[config.mk]
export PLATFORM = sky130hd
export DESIGN_NAME = par2ser_feeder
export DESIGN_NICKNAME = d
export VERILOG_FILES = /design/src/rtl/par2ser_feeder_pkg.sv /design/src/rtl/p2s_hold_reg.sv /design/src/rtl/par2ser_feeder.sv
export SDC_FILE = /design/constraint.sdc
export NUM_CORES = 1
export LEC_CHECK = 0
export CAP_MARGIN = 20
export CORE_ASPECT_RATIO = 1.1
export CORE_MARGIN = 10
export CORE_UTILIZATION = 50
export DETAILED_ROUTE_END_ITERATION = 16
export GPL_TIMING_DRIVEN = 0
export PLACE_DENSITY = 0.78
export SLEW_MARGIN = 0
export SYNTH_ARGS = -nofsm -noshare
export SYNTH_HDL_FRONTEND = slang
export SYNTH_HIERARCHICAL = 1
export SYNTH_SLANG_ARGS = --single-unit
[constraint.sdc]
create_clock -name clk -period 2.8 [get_ports clk]
set_clock_uncertainty 0.15 [all_clocks]
set_input_delay 0.28 -clock clk [delete_from_list [all_inputs] [get_ports clk]]
set_output_delay 0.28 -clock clk [all_outputs]
set_load 0.05 [all_outputs]
[src/rtl/par2ser_feeder_pkg.sv]
// par2ser_feeder_pkg: shared FSM state type and default constants for the serialiser feeder
package par2ser_feeder_pkg;
  typedef enum logic {IDLE, SHIFT} state_t;
  localparam int DEF_WIDTH = 8;
  localparam int DEF_IDLE_BIT = 1;
endpackage

[src/rtl/p2s_hold_reg.sv]
// p2s_hold_reg: one-entry holding buffer (data + full flag); ports clk/reset, load writes d, take empties, q/full out
module p2s_hold_reg
  import par2ser_feeder_pkg::*;
#(
  parameter int WIDTH = DEF_WIDTH
) (
  input  logic             clk,
  input  logic             reset,
  input  logic             load,
  input  logic             take,
  input  logic [WIDTH-1:0] d,
  output logic [WIDTH-1:0] q,
  output logic             full
);
  always_ff @(posedge clk) begin
    full <= reset ? 1'b0 : load | (full & ~take);
    if (load) q <= d;
  end
endmodule

[src/rtl/par2ser_feeder.sv]
// par2ser_feeder: word-to-bit serialiser; in_data/in_valid/in_ready accept side, ser_en/ser_out/ser_valid bit side, busy and words_sent status
module par2ser_feeder
  import par2ser_feeder_pkg::*;
#(
  parameter int WIDTH     = DEF_WIDTH,
  parameter int MSB_FIRST = 1,
  parameter int IDLE_BIT  = DEF_IDLE_BIT
) (
  input  logic             clk,
  input  logic             reset,
  input  logic [WIDTH-1:0] in_data,
  input  logic             in_valid,
  output logic             in_ready,
  input  logic             ser_en,
  output logic             ser_out,
  output logic             ser_valid,
  output logic             busy,
  output logic [15:0]      words_sent
);
  localparam int CW = $clog2(WIDTH);
  state_t state, state_n;
  logic [CW-1:0] cnt, cnt_n;
  logic [WIDTH-1:0] sh, sh_n, buf_data, sh_adv;
  logic [15:0] sent;
  logic full, take, inc, last;
  p2s_hold_reg #(.WIDTH(WIDTH)) u_hold (
    .clk(clk), .reset(reset), .load(in_valid & in_ready), .take(take),
    .d(in_data), .q(buf_data), .full(full)
  );
  // ready depends only on the full flag and reset, never on in_valid
  assign in_ready = ~full & ~reset;
  assign last = cnt == CW'(WIDTH - 1);
  assign sh_adv = MSB_FIRST != 0 ? sh << 1 : sh >> 1;
  assign ser_valid = (state == SHIFT) & ser_en;
  assign ser_out = state == SHIFT ? (MSB_FIRST != 0 ? sh[WIDTH-1] : sh[0]) : 1'(IDLE_BIT);
  assign busy = (state == SHIFT) | full;
  assign words_sent = sent;
  always_comb begin
    state_n = state;
    cnt_n = cnt;
    sh_n = sh;
    take = 1'b0;
    inc = 1'b0;
    if (state == IDLE) begin
      if (full) begin
        take = 1'b1;
        sh_n = buf_data;
        cnt_n = '0;
        state_n = SHIFT;
      end
    end else if (ser_en) begin
      cnt_n = last ? '0 : cnt + 1'b1;
      inc = last;
      take = last & full;
      sh_n = last & full ? buf_data : sh_adv;
      state_n = last & ~full ? IDLE : SHIFT;
    end
  end
  always_ff @(posedge clk) begin
    state <= reset ? IDLE : state_n;
    cnt <= reset ? '0 : cnt_n;
    sent <= reset ? '0 : sent + 16'(inc);
    sh <= sh_n;
  end
endmodule

==> impl_metrics.toml, run 1 <==
[floorplanning]
die_w_um = 73.7
core-area_um2 = 3050
num_rows = 21
dieArea_um2 = 5820
ioPinCount = 32
initial_core_util_pct = 52.0
die_y_um = 79.0

[setup_path]
crit_path_end_kind = "output port"
crit_top_cell = "clkdlybuf4s50_1"
cp_slowest_cell = "clkdlybuf4s50_1"
reg2reg_slack_ns = 0.22
cp_cell_sequence = "clkdlybuf4s50_1, clkbuf_1, nor2_1, clkdlybuf4s50_1"
critPathMaxStageDelay_ns = 0.73
cp.depth = 4
crit_required_ns = 2.37
cp_max_fo = 10
cp_num_buf_inv = 3
critPathLaunchType = "primary input"
worst_r2r_endpoint = "words_sent[14]"
r2r-start = "cnt[0]"
arrival_ns = 2.21
ff2ff_path_depth = 8
criticalPathCategory = "in2out"
cp_top_family = "buffers and inverters"

[worst_hold_path]
holdPathEnd = "u_hold/q[0]"
hp-class = "in2reg"
hold_start = "in_data[0]"
min_path_cells = 1

[job]
max_cap_viol_count = 0

[power_and_ir_drop]
swShare_pct = 23.3
leakagePower_nw = 0.707
pwr-share-comb_pct = 9.1
total_power_w = 0.000931
max-vdd-ir-drop_v = 0.000404
p_int_w = 0.000714
p_sw_w = 0.000217
seq_power_share_pct = 63.5
powerDensity_nw_per_um2 = 468
clockPowerShare_pct = 27.4

[placed_design]
port_buffers = 31
gp_congestion = 0.788
hpwl_um = 2440
dp.cells = 203

[cts]
cts-root-buf = "clkbuf_4"
hold_buffers = 0
post_cts_buffers = 0
cts.htree.levels = 2
cts_buffers = 5
cts_tree = "yes"
worst_skew_pair.late_latency_ns = 0.34
cts_sinks = 37
cts_resized = 0
clockBufferDepth = 2
clk_pin_slew_ns = 0.10

[timing]
worst_slew_pin_slew_ns = 0.509
fmax_mhz = 379
slew_viol_final = 0
rsz0062_at_grt = "false"
setup_viol = 0
setup_tns_ns = 0
relSlewSlack_pct = 65.9
min_period_ns = 2.64
hold_viol = 0
finalCritPeriodShare_pct = 94.3

[routing]
wl_um = 3260
drt-pass1-iter-count = 4
vias = 1162
drt-initial-drc-count = 69
vias_per_cell = 5.53
drtAntennaViolNets = 0
routedWlPerCell_um = 15.5
drcViolationCount = 0

[cells_and_area]
diodes = 0
final_common_cell = "clkdlybuf4s50_1"
drive_above_1_share_pct = 10.2
nNetsFinal = 193
syn_to_final_growth_pct = 25.6
final_cell_mix = "clkdlybuf4s50_1 (31), dfxtp_1 (21), edfxtp_1 (16)"
fin_cells = 210

[global_route]
grt_pass1_wl_um = 5460
grt_max_degree = 12
antenna_found_initial = 0
grt_pass1_vias = 1211
grt_use_total_pct = 11.8
grt-ovfl-total = 0

[logic_synthesis]
syn_inst = 138
syn_area_um2 = 1580
synth_fp_nets = 155
ys_warn_count = 6
synth_area_leaders = "edfxtp_1 (30%), dfxtp_1 (27%), mux2_1 (4.3%)"
yosys.area.top_type = "edfxtp_1"
avgSynthCellArea_um2 = 11.5
synth_top_area_share_pct = 30.3
ys_seq_elements = 37
seq_area_frac_synth_pct = 56.9
synth.distinct_cells = 34

[status]
outcome = "completed"
Yosys cell counts:
cell	n
nor4_1	4
nand4_1	3
nor3_1	1
edfxtp_1	16
nand2b_1	2
buf_2	1
clkbuf_1	1
or2_2	1
nand3_1	6
xnor2_1	1
a21oi_2	1
and2_1	2
dfxtp_1	21
nand2_1	4
or3_1	4
a21boi_0	1
buf_1	1
a21oi_1	7
nor2b_1	8
a22oi_1	2
ha_1	5
o21ai_0	4
a21boi_2	1
mux2_2	5
and3_1	1
inv_1	3
or4_1	3
xor2_1	2
nand4_4	1
nand3_2	1
mux2_1	6
nor2_1	15
o31ai_1	3
mux2i_1	1
flip-flops by register name, summed over array words and instances, names as in the netlist:
signal	cells
sh	8
state	1
u_hold/q	8
cnt	3
words_sent	16
u_hold/full	1
power groups by stage:
stage / sequential [W] / combinational [W] / clock, W
after floorplan: 0.000601 / 0.0000509 / 0
after detailed placement: 0.000604 / 0.0000850 / 0
final: 0.000591 / 0.0000844 / 0.000255
after global placement: 0.000603 / 0.0000818 / 0
after global routing: 0.000593 / 0.0000907 / 0.000287
after CTS: 0.000592 / 0.0000853 / 0.000262
final cells by class:
| cell class | instances | area [um2] |
|---|---|---|
| multi-input combinational | 95 | 666 |
| tap | 34 | 42.5 |
| clock inverter | 1 | 5.00 |
| clock buffer | 6 | 41.3 |
| inverter | 3 | 11.3 |
| timing repair buffer | 31 | 310 |
| buffer | 3 | 12.5 |
| sequential | 37 | 901 |
| fill | 251 | 1060 |
worst reg2reg max path, delay by kind of cell, from the launching register on:
family	cells	cell delay, ns
adder cells (fa/ha/maj)	4	0.82
AND/OR/NAND/NOR	3	0.74
flip-flops	1	0.38
multiplexers	1	0.37
per-layer routing:
metal	part of all wire, %	track usage, %	vias to the layer above
met5	0	0	-
met4	1.7	5.97	0
li1	-	-	580
met2	50	18.4	25
met3	6.7	5.85	7
met1	41	12.9	550
cell families (layout without fill, tap and decap cells):
group | after synthesis | in the layout | synth area share [%]
and+or+nand+nor | 56 | 56 | 20.0
DFF | 37 | 37 | 56.9
AOI/OAI and AO/OA | 19 | 19 | 7.58
muxes | 12 | 12 | 8.45
buffers and inverters | 6 | 44 | 1.50
adders and majority gates | 5 | 5 | 3.95
xor gates and xnor gates | 3 | 3 | 1.66
worst max path at each step:
stage                     slack [ns]  startpoint        endpoint
final                           0.16       reset        in_ready
after global routing            0.02      cnt[0]  words_sent[14]
after CTS                       0.14       reset        in_ready
after detailed placement        0.14      ser_en  words_sent[14]
after global placement          0.17       reset        in_ready
after floorplan                 0.51      cnt[0]  words_sent[14]
per-stage QoR:
| stage | setup slack [ns] | cell area, um2 | util, % | hold WS, ns |
|---|---|---|---|---|
| 3_5_place_dp | 0.137 | 1940 | 63.5 | 0.345 |
| 6_report | 0.159 | 1990 | 65.3 | 0.340 |
| 5_1_grt | 0.0172 | 1990 | 65.3 | 0.316 |
| 4_1_cts | 0.144 | 1980 | 65.1 | 0.326 |
| 2_1_floorplan | 0.513 | 1580 | - | 0.192 |
| 3_3_place_gp | 0.170 | 1940 | 63.5 | 0.333 |
Note: power is estimated with default switching activity, not from simulation.
==> run 2: changes to the inputs <==
--- a/config.mk
+++ b/config.mk
@@ -8,10 +8,9 @@
 export CAP_MARGIN = 20
 export CORE_ASPECT_RATIO = 1.1
 export CORE_MARGIN = 10
-export CORE_UTILIZATION = 50
+export CORE_UTILIZATION = 30
 export DETAILED_ROUTE_END_ITERATION = 16
 export GPL_TIMING_DRIVEN = 0
-export PLACE_DENSITY = 0.78
 export SLEW_MARGIN = 0
 export SYNTH_ARGS = -nofsm -noshare
 export SYNTH_HDL_FRONTEND = slang
==> run 2 against run 1 <==
Final area up 4.0%. Wire length grew 9.9%. Via count increased by 1.7%.
==> impl_metrics.toml, run 2 (synthesized netlist as in run 1, its figures left out) <==
[status]
outcome = "completed"

[global_route]
grt_pass1_wl_um = 5990
antenna_found_initial = 0
grt-ovfl-total = 0
grt_max_degree = 12
grt_pass1_vias = 1256
grt_use_total_pct = 9.04

[routing]
wl_um = 3580
vias = 1182
routedWlPerCell_um = 15.3
drtAntennaViolNets = 0
drt-pass1-iter-count = 4
vias_per_cell = 5.03
drcViolationCount = 0
drt-initial-drc-count = 42

[placed_design]
place_area_um2 = 1970
port_buffers = 31
gp_congestion = 0.798
dp.cells = 227
place_ws_ns = 0.155
hpwl_um = 2620

[floorplanning]
die_w_um = 89.3
ioPinCount = 32
initial_core_util_pct = 31.3
core-area_um2 = 5070
dieArea_um2 = 8590
num_rows = 27
die_y_um = 96.2

[cells_and_area]
drive_above_1_share_pct = 10.7
nNetsFinal = 193
fin_cells = 235
syn_to_final_growth_pct = 30.6
largest_register_ffs = 16
final_common_cell = "clkdlybuf4s50_1"
final_cell_mix = "clkdlybuf4s50_1 (31), dfxtp_1 (21), edfxtp_1 (16)"
diodes = 0
postLayoutCellArea_um2 = 2070

[cts]
cts_buffers = 5
cts_tree = "yes"
cts_sinks = 37
clockBufferDepth = 2
clk_pin_slew_ns = 0.08
worst_skew_pair.late_latency_ns = 0.29
hold_buffers = 0
cts-root-buf = "clkbuf_8"
cts.htree.levels = 2
cts_resized = 0
post_cts_buffers = 0

[power_and_ir_drop]
powerDensity_nw_per_um2 = 521
total_power_w = 0.00108
max-vdd-ir-drop_v = 0.000191
leakagePower_nw = 0.734

[timing]
setup_tns_ns = 0
setup_viol = 0
rsz0062_at_grt = "false"
fmax_mhz = 382
hold_viol = 0
relSlewSlack_pct = 65.0
timing.final.ws_setup_ns = 0.182
finalCritPeriodShare_pct = 93.5
worst_slew_pin_slew_ns = 0.524
min_period_ns = 2.62
slew_viol_final = 0

[setup_path]
crit_path_end_kind = "output port"
critPathMaxStageDelay_ns = 0.73
cp_num_buf_inv = 3
critPathLaunchType = "primary input"
crit_top_cell = "clkdlybuf4s50_1"
arrival_ns = 2.19
crit_required_ns = 2.37
cp_cell_sequence = "clkdlybuf4s50_1, clkbuf_1, nor2_1, clkdlybuf4s50_1"
cp_top_family = "buffers and inverters"
r2r-start = "cnt[0]"
cp_slowest_cell = "clkdlybuf4s50_1"
startpoint = "reset"
criticalPathCategory = "in2out"
cp_max_fo = 10

[worst_hold_path]
hp-class = "reg2reg"
hold_start = "words_sent[10]"

[job]
max_cap_viol_count = 0
run 2: cell count changes in the layout (fill, tap and decap cells not counted):
cell and delta:
clkbuf_8 +7, clkbuf_4 -5, clkbuf_1 -1, nor4_1 +1, nor4_2 -1
run 2: cell type report:
cell class / count / area, um2
clock inverter: 1 / 5.00
sequential: 37 / 901
multi-input combinational: 95 / 659
tap: 58 / 72.6
inverter: 3 / 11.3
timing repair buffer: 31 / 310
clock buffer: 7 / 96.3
buffer: 3 / 12.5
fill: 474 / 3000
run 2: worst reg2reg max path: stages, from the launching register on:
cell and delay [ns]:
dfxtp_1 0.36, ha_1 0.17, ha_1 0.21, and3_1 0.23
ha_1 0.20, ha_1 0.27, nand3_1 0.19, nor4_1 0.35
mux2_1 0.36
run 2: stage by stage:
stage                     hold WS (ns)  utilization, %
after CTS                        0.358            40.8
after global placement           0.333            38.8
final                            0.363            40.8
after floorplan                  0.192               -
after global routing             0.396            40.8
after detailed placement         0.348            38.8
run 2: final timing paths:
check | end | slack (ns) | depth (start not counted)
hold / removal | words_sent[10] | 0.36 | 2
setup / recovery | in_ready | 0.18 | 4
hold reg to reg | words_sent[10] | 0.36 | 2
setup reg to reg | words_sent[14] | 0.21 | 8
run 2: power by group:
| part | switching, W | internal [W] | leakage (nW) | total [W] |
|---|---|---|---|---|
| clock network | 0.000179 | 0.000222 | 0.0542 | 0.000401 |
| logic | 0.0000476 | 0.0000379 | 0.361 | 0.0000854 |
| registers | 0.00000747 | 0.000584 | 0.319 | 0.000591 |
run 2: metal layers:
metal	part of all wire [%]	track usage, %	up-vias
met4	1.1	3.45	0
met5	0	0	-
met3	8.0	4.06	7
met1	43	9.85	563
met2	48	15.1	32
li1	-	-	580
